$ cat src/rtl/recon_tx_framer.sv
// recon_tx_framer: builds a TX frame of 46-byte template + 10-byte recon header
// followed by optional DMA readback payload, shifted up by 56 bytes so the
// payload packs tightly behind the headers on a 512-bit stream.
module recon_tx_framer #(
    parameter int DATA_WIDTH = 512,
    parameter int KEEP_WIDTH = DATA_WIDTH/8,
    parameter int ADDR_WIDTH = 34,
    parameter int LEN_WIDTH  = 32,
    parameter int TMPL_BYTES = 46
) (
    input  logic                    clk,
    input  logic                    rst,
    input  logic [TMPL_BYTES*8-1:0] hdr_template,
    input  logic [1:0]              cmd_func,
    input  logic [7:0]              cmd_id,
    input  logic [ADDR_WIDTH-1:0]   cmd_addr,
    input  logic [LEN_WIDTH-1:0]    cmd_size,
    input  logic                    cmd_valid,
    output logic                    cmd_ready,
    input  logic [DATA_WIDTH-1:0]   s_axis_tdata,
    input  logic [KEEP_WIDTH-1:0]   s_axis_tkeep,
    input  logic                    s_axis_tvalid,
    input  logic                    s_axis_tlast,
    output logic                    s_axis_tready,
    output logic [DATA_WIDTH-1:0]   m_axis_tdata,
    output logic [KEEP_WIDTH-1:0]   m_axis_tkeep,
    output logic                    m_axis_tvalid,
    output logic                    m_axis_tlast,
    input  logic                    m_axis_tready,
    output logic                    len_err,
    output logic                    busy
);
    // Each payload beat contributes its low 8 bytes to the current output
    // beat; the remaining 56 bytes ride in the carry into the next one.
    localparam int LEAD_BYTES  = 8;
    localparam int CARRY_BYTES = KEEP_WIDTH - LEAD_BYTES;
    localparam int LEAD_W      = LEAD_BYTES * 8;

    typedef enum logic [1:0] {IDLE, HDR, BODY, TAIL} state_t;

    state_t                     state_q, state_d;
    logic [TMPL_BYTES*8-1:0]    tmpl_q, tmpl_d;
    logic [1:0]                 func_q, func_d;
    logic [7:0]                 id_q, id_d;
    logic [ADDR_WIDTH-1:0]      addr_q, addr_d;
    logic [LEN_WIDTH-1:0]       size_q, size_d;
    logic [LEN_WIDTH-1:0]       cnt_q, cnt_d;
    logic [DATA_WIDTH-LEAD_W-1:0] carry_q, carry_d;
    logic [CARRY_BYTES-1:0]     ckeep_q, ckeep_d;

    logic                       vld_q, last_q, err_q;
    logic [DATA_WIDTH-1:0]      data_q;
    logic [KEEP_WIDTH-1:0]      keep_q;

    logic                       out_load, s_fire;
    logic [DATA_WIDTH-1:0]      s_data_m;
    logic [LEN_WIDTH-1:0]       cnt_acc;
    logic [79:0]                recon_hdr;
    logic [DATA_WIDTH-LEAD_W-1:0] hdr_blk;
    logic                       beat_vld, beat_last, beat_err;
    logic [DATA_WIDTH-1:0]      beat_data;
    logic [KEEP_WIDTH-1:0]      beat_keep;

    function automatic logic [DATA_WIDTH-1:0] mask_bytes(input logic [DATA_WIDTH-1:0] d,
                                                         input logic [KEEP_WIDTH-1:0] k);
        logic [DATA_WIDTH-1:0] r;
        r = '0;
        for (int i = 0; i < KEEP_WIDTH; i++) r[i*8 +: 8] = k[i] ? d[i*8 +: 8] : 8'h00;
        return r;
    endfunction

    function automatic logic [LEN_WIDTH-1:0] popcnt(input logic [KEEP_WIDTH-1:0] k);
        logic [LEN_WIDTH-1:0] n;
        n = '0;
        for (int i = 0; i < KEEP_WIDTH; i++) n = n + LEN_WIDTH'(k[i]);
        return n;
    endfunction

    // Handshakes, masked input data, and the fixed 56-byte header block.
    always_comb begin
        out_load      = !vld_q || m_axis_tready;
        s_axis_tready = !rst && ((state_q == HDR && size_q != '0) || state_q == BODY) && out_load;
        s_fire        = s_axis_tvalid && s_axis_tready;
        cmd_ready     = !rst && (state_q == IDLE);
        s_data_m      = mask_bytes(s_axis_tdata, s_axis_tkeep);
        cnt_acc       = cnt_q + popcnt(s_axis_tkeep);
        recon_hdr     = {3'b000, size_q, id_q, addr_q, 1'b1, func_q};
        hdr_blk       = {recon_hdr, tmpl_q};
    end

    // Next-state, command latch, carry update and output beat assembly.
    always_comb begin
        state_d   = state_q;
        tmpl_d    = tmpl_q;
        func_d    = func_q;
        id_d      = id_q;
        addr_d    = addr_q;
        size_d    = size_q;
        cnt_d     = cnt_q;
        carry_d   = carry_q;
        ckeep_d   = ckeep_q;
        beat_vld  = 1'b0;
        beat_last = 1'b0;
        beat_err  = 1'b0;
        beat_data = '0;
        beat_keep = '0;
        case (state_q)
            IDLE: begin
                if (cmd_valid && cmd_ready) begin
                    tmpl_d  = hdr_template;
                    func_d  = cmd_func;
                    id_d    = cmd_id;
                    addr_d  = cmd_addr;
                    size_d  = cmd_size;
                    cnt_d   = '0;
                    state_d = HDR;
                end
            end
            HDR: begin
                if (size_q == '0) begin
                    if (out_load) begin
                        beat_vld  = 1'b1;
                        beat_data = {{LEAD_W{1'b0}}, hdr_blk};
                        beat_keep = {{LEAD_BYTES{1'b0}}, {CARRY_BYTES{1'b1}}};
                        beat_last = 1'b1;
                        state_d   = IDLE;
                    end
                end else if (s_fire) begin
                    beat_vld  = 1'b1;
                    beat_data = {s_data_m[LEAD_W-1:0], hdr_blk};
                    beat_keep = {s_axis_tkeep[LEAD_BYTES-1:0], {CARRY_BYTES{1'b1}}};
                end
            end
            BODY: begin
                if (s_fire) begin
                    beat_vld  = 1'b1;
                    beat_data = {s_data_m[LEAD_W-1:0], carry_q};
                    beat_keep = {s_axis_tkeep[LEAD_BYTES-1:0], ckeep_q};
                end
            end
            TAIL: begin
                if (out_load) begin
                    beat_vld  = 1'b1;
                    beat_data = {{LEAD_W{1'b0}}, carry_q};
                    beat_keep = {{LEAD_BYTES{1'b0}}, ckeep_q};
                    beat_last = 1'b1;
                    beat_err  = (cnt_q != size_q);
                    state_d   = IDLE;
                end
            end
            default: state_d = IDLE;
        endcase
        // Common payload-beat bookkeeping for HDR and BODY.
        if (s_fire) begin
            cnt_d   = cnt_acc;
            carry_d = s_data_m[DATA_WIDTH-1:LEAD_W];
            ckeep_d = s_axis_tkeep[KEEP_WIDTH-1:LEAD_BYTES];
            if (!s_axis_tlast) begin
                state_d = BODY;
            end else if (s_axis_tkeep[KEEP_WIDTH-1:LEAD_BYTES] == '0) begin
                beat_last = 1'b1;
                beat_err  = (cnt_acc != size_q);
                state_d   = IDLE;
            end else begin
                state_d = TAIL;
            end
        end
    end

    // FSM state, latched command context, byte counter and carry.
    always_ff @(posedge clk) begin
        if (rst) begin
            state_q <= IDLE;
            tmpl_q  <= '0;
            func_q  <= '0;
            id_q    <= '0;
            addr_q  <= '0;
            size_q  <= '0;
            cnt_q   <= '0;
            carry_q <= '0;
            ckeep_q <= '0;
        end else begin
            state_q <= state_d;
            tmpl_q  <= tmpl_d;
            func_q  <= func_d;
            id_q    <= id_d;
            addr_q  <= addr_d;
            size_q  <= size_d;
            cnt_q   <= cnt_d;
            carry_q <= carry_d;
            ckeep_q <= ckeep_d;
        end
    end

    // Output register stage; holds while the sink stalls. len_err pulses once,
    // in the cycle the tlast beat is first presented.
    always_ff @(posedge clk) begin
        if (rst) begin
            vld_q  <= 1'b0;
            data_q <= '0;
            keep_q <= '0;
            last_q <= 1'b0;
            err_q  <= 1'b0;
        end else begin
            if (out_load) begin
                vld_q  <= beat_vld;
                data_q <= beat_data;
                keep_q <= beat_keep;
                last_q <= beat_last;
            end
            err_q <= beat_err;
        end
    end

    assign m_axis_tvalid = vld_q;
    assign m_axis_tdata  = data_q;
    assign m_axis_tkeep  = keep_q;
    assign m_axis_tlast  = last_q;
    assign len_err       = err_q;
    assign busy          = (state_q != IDLE);

endmodule

$ cat config.mk
export PLATFORM = sky130hd
export DESIGN_NAME = recon_tx_framer
export DESIGN_NICKNAME = d
export VERILOG_FILES = /design/src/rtl/recon_tx_framer.sv
export SDC_FILE = /design/constraint.sdc
export NUM_CORES = 2
export LEC_CHECK = 0
export CORE_AREA = 2 2 624 626
export DETAILED_ROUTE_END_ITERATION = 8
export DIE_AREA = 0 0 626 628
export GPL_TIMING_DRIVEN = 0
export PLACE_DENSITY = 0.36
export RECOVER_POWER = 50
export SYNTH_ARGS = -nofsm -noshare
export SYNTH_HDL_FRONTEND = slang
export SYNTH_SLANG_ARGS = --single-unit
$ cat constraint.sdc
create_clock -name clk -period 13.55 [get_ports clk]
set_input_delay 2.71 -clock clk [delete_from_list [all_inputs] [get_ports clk]]
set_output_delay 2.71 -clock clk [all_outputs]
set_load 0.05 [all_outputs]
==> results.json <==
{
  "status": "finished, violations left",
  "violations": "max-capacitance violations, max-slew violations",
  "worst_slew_pin_slew_ps": 1907,
  "io_buffers": 1607,
  "synth-async-reset-ratio_pct": 0,
  "grt_max_degree": 16,
  "timing.setup.tns_ps": 0,
  "min_path_type": "reg -> reg",
  "maxSlewViolCount": 85,
  "grt_pass1_wl_um": 581000,
  "worstPathCellList": "clkdlybuf4s50_1 > clkbuf_1 > inv_1 > fa_1 > fa_1 > inv_1 > fa_1 > inv_1 > fa_1 > fa_1 > fa_1 > fa_1 > fa_1 > fa_1 > fa_1 > nor2b_1 > o21bai_4 > a21o_4 > a2111oi_4 > mux2i_1 > nand2_1 > nor4_1 > a31oi_1",
  "fp.coreArea_um2": 387100,
  "path_common_cell": "fa_1",
  "io_pins": 1608,
  "power_leakage_nw": 32.55,
  "antenna_found_initial": 259,
  "critPathMaxStageDelay_ps": 910,
  "ys.flop_type": "dfxtp_1",
  "p_sw_w": 0.005363,
  "powerDensity_nw_per_um2": 166.2,
  "sequentialPowerShare_pct": 33.5,
  "nNetsFinal": 10710,
  "die_height_um": 628,
  "yosys_warnings": 0,
  "route.antenna.remaining_nets": 0,
  "final_common_cell": "dfxtp_1",
  "path_class": "in -> reg",
  "dp.cells": 14590,
  "grt_usage_pct": 21.54,
  "clk_pin_slew_worst_paths_ps": 60,
  "cts_buffers": 200,
  "synth_cells": 7763,
  "postCtsHoldBufs": 0,
  "nFillCells": 42640,
  "max_freq_mhz": 90.06,
  "synth_edf_count": 0,
  "slowest_stage": "clkbuf_1",
  "avgRoutedWirePerCell_um": 29.28,
  "wirelength_um": 440800,
  "cts_tree": "done",
  "synth.distinct_cells": 69,
  "hold_path_depth": 2,
  "place.gp.congestion": 0.9169,
  "vias_per_cell": 4.320,
  "start_util_pct": 16.17,
  "die_x_um": 626,
  "clock-root-buffer": "clkbuf_16",
  "ys_seq_area_share_pct": 49.93,
  "finClkSkew_ps": 65.21,
  "crit_path_max_fanout": 10,
  "ir_worst_vdd_uv": 571.3,
  "r2r_end": "len_err",
  "dp_hpwl_um": 369000,
  "die_area_um2": 393100,
  "cp.arrival_ps": 11820,
  "cp_data_required_time_ps": 14260,
  "syn_to_final_growth_pct": 48.31,
  "cts_sinks": 1561,
  "cts_buffer_depth": 4,
  "drtIter0Drc": 4837,
  "core.rowCount": 229,
  "grt_pass1_vias": 65130,
  "cap_violations": 10,
  "min_to": "m_axis_tkeep[29]",
  "fin_crit_sh_pct": 81.95,
  "critPathCaptureType": "flop",
  "clock_latency_ps": 920,
  "worstHoldStart": "m_axis_tkeep[29]",
  "slew_headroom_pct": -27.15,
  "postCtsSetupBuffers": 0,
  "grt_setup_unrepaired": "false",
  "r2r_setup_slack_ps": 6100,
  "p_comb_share_pct": 29.0,
  "vias": 65030,
  "htree_levels": 4,
  "p_int_w": 0.01007,
  "syn_area_per_cell_um2": 8.062,
  "timing.rr.start": "cnt_q[0]",
  "syn_nets": 8877,
  "swShare_pct": 34.76,
  "drive_gt1_share_pct": 6.029,
  "remaining_drc_errors": 0,
  "period_minus_slack_ps": 11100,
  "grt_overflow": 0,
  "firstDrtPassIters": 6,
  "reg2reg_depth": 18,
  "setup.worst_path.start_class": "input pin",
  "fin_cells": 15050,
  "ys_seq_elements": 1561,
  "syn_area_um2": 62580,
  "cts_resized": 0,
  "final_cell_mix": "dfxtp_1 (1561), nand2_1 (1106), a21oi_1 (1040)",
  "finalHoldViolations": 0,
  "p_clk_share_pct": 37.5,
  "finalSetupViolCount": 0
}
[registers in the layout (all words and copies together) (netlist names)]
signal,count
m_axis_tvalid,1
m_axis_tdata,512
func_q,2
carry_q,448
id_q,8
tmpl_q,368
size_q,32
state_q,2
len_err,1
ckeep_q,56
m_axis_tlast,1
m_axis_tkeep,64
addr_q,34
cnt_q,32
[layer usage]
metal  global-route usage (%)  up-vias  routed length (um)
met1                    25.73    31830              178700
met4                    7.553       94               16040
met5                        0        -                 610
li1                         -    30090                   -
met3                    4.217      690               26620
met2                    38.04     2329              218900
[power groups by stage]
| stage | clock network, W | registers [W] | logic (W) |
|---|---|---|---|
| after floorplan | 0 | 0.00519 | 0.00266 |
| after global placement | 0 | 0.00526 | 0.00441 |
| after detailed placement | 0 | 0.00526 | 0.00446 |
| after CTS | 0.00595 | 0.00516 | 0.00449 |
| after global routing | 0.00612 | 0.00520 | 0.00488 |
| final | 0.00579 | 0.00517 | 0.00447 |
[Yosys cell counts (4+ instances only)]
library cell / n / share of area (%)
a21o_1: 10 / 0.12
a21oi_1: 1040 / 8.3
a22oi_1: 509 / 6.1
a31oi_1: 9 / 0.090
and2_1: 5 / 0.050
and3_1: 4 / 0.040
buf_1: 67 / 0.40
buf_2: 176 / 1.4
buf_4: 4 / 0.048
clkbuf_1: 435 / 2.6
dfxtp_1: 1561 / 50
fa_1: 56 / 1.8
ha_1: 32 / 0.64
inv_1: 97 / 0.58
nand2_1: 1106 / 6.6
nand2b_1: 451 / 4.5
nand3_1: 462 / 3.7
nand4_1: 21 / 0.21
nor2_1: 1012 / 6.1
nor2b_1: 6 / 0.060
nor3_1: 8 / 0.064
nor3_2: 5 / 0.080
nor4_1: 35 / 0.35
o21ai_0: 511 / 4.1
or2_2: 4 / 0.040
or3_1: 5 / 0.050
xnor2_1: 59 / 0.83
xor2_1: 12 / 0.17
[logic make-up (layout without fill, tap and decap cells)]
| logic type | Yosys count | in the layout | synth area share (%) |
|---|---|---|---|
| adders and majority gates | 89 | 89 | 2.447 |
| buffers and inverters | 783 | 2773 | 5.090 |
| other | 0 | 104 | 0 |
| DFF | 1561 | 1561 | 49.93 |
| muxes | 3 | 3 | 0.04798 |
| xor gates and xnor gates | 73 | 73 | 1.068 |
| and+or+nand+nor | 3136 | 3136 | 22.04 |
| AOI/OAI and AO/OA | 2118 | 2118 | 19.37 |
[worst max path at each step]
stage                startpoint      end  cells past startpoint
6_report       s_axis_tkeep[23]  len_err                     23
5_1_grt        s_axis_tkeep[23]  len_err                     23
4_1_cts        s_axis_tkeep[23]  len_err                     23
3_5_place_dp   s_axis_tkeep[23]  len_err                     23
3_3_place_gp   s_axis_tkeep[23]  len_err                     23
2_1_floorplan  s_axis_tkeep[59]  len_err                     22
[worst max-delay path, delay by kind of cell]
kind	cells	cell delay [ps]
adder cells (fa/ha/maj)	10	4930
AND/OR/NAND/NOR	3	750
AO/OA/AOI/OAI	4	1260
multiplexers	1	270
buffers and inverters	5	1860
[through the flow]
stage          area [um2]  hold WS (ps)  worst slack, ps  utilization [%]  total power (W)
2_1_floorplan       62580         428.8             4020                -         0.007853
3_3_place_gp        85170         438.4             1419            22.00         0.009669
3_5_place_dp        85610         444.4             1461            22.12         0.009715
4_1_cts             92630         451.9             2400            23.93          0.01561
5_1_grt             92700         467.4             2166            23.95          0.01619
6_report            92820         448.6             2446            23.98          0.01543
[cell type report]
| class | instances | area [um2] | share of cell area (%) |
|---|---|---|---|
| clock buffers | 283 | 5839 | 6.291 |
| flip-flops and latches | 1561 | 31250 | 33.67 |
| well taps | 5197 | 6502 | 7.006 |
| repair buffers | 1626 | 16390 | 17.66 |
| diodes | 104 | 260.3 | 0.2804 |
| multi-input cells | 5419 | 28180 | 30.36 |
| plain buffers | 686 | 2851 | 3.072 |
| inverters | 97 | 364.1 | 0.3923 |
| clock inverters | 81 | 1182 | 1.274 |
Power figures use the tool's default switching activity.
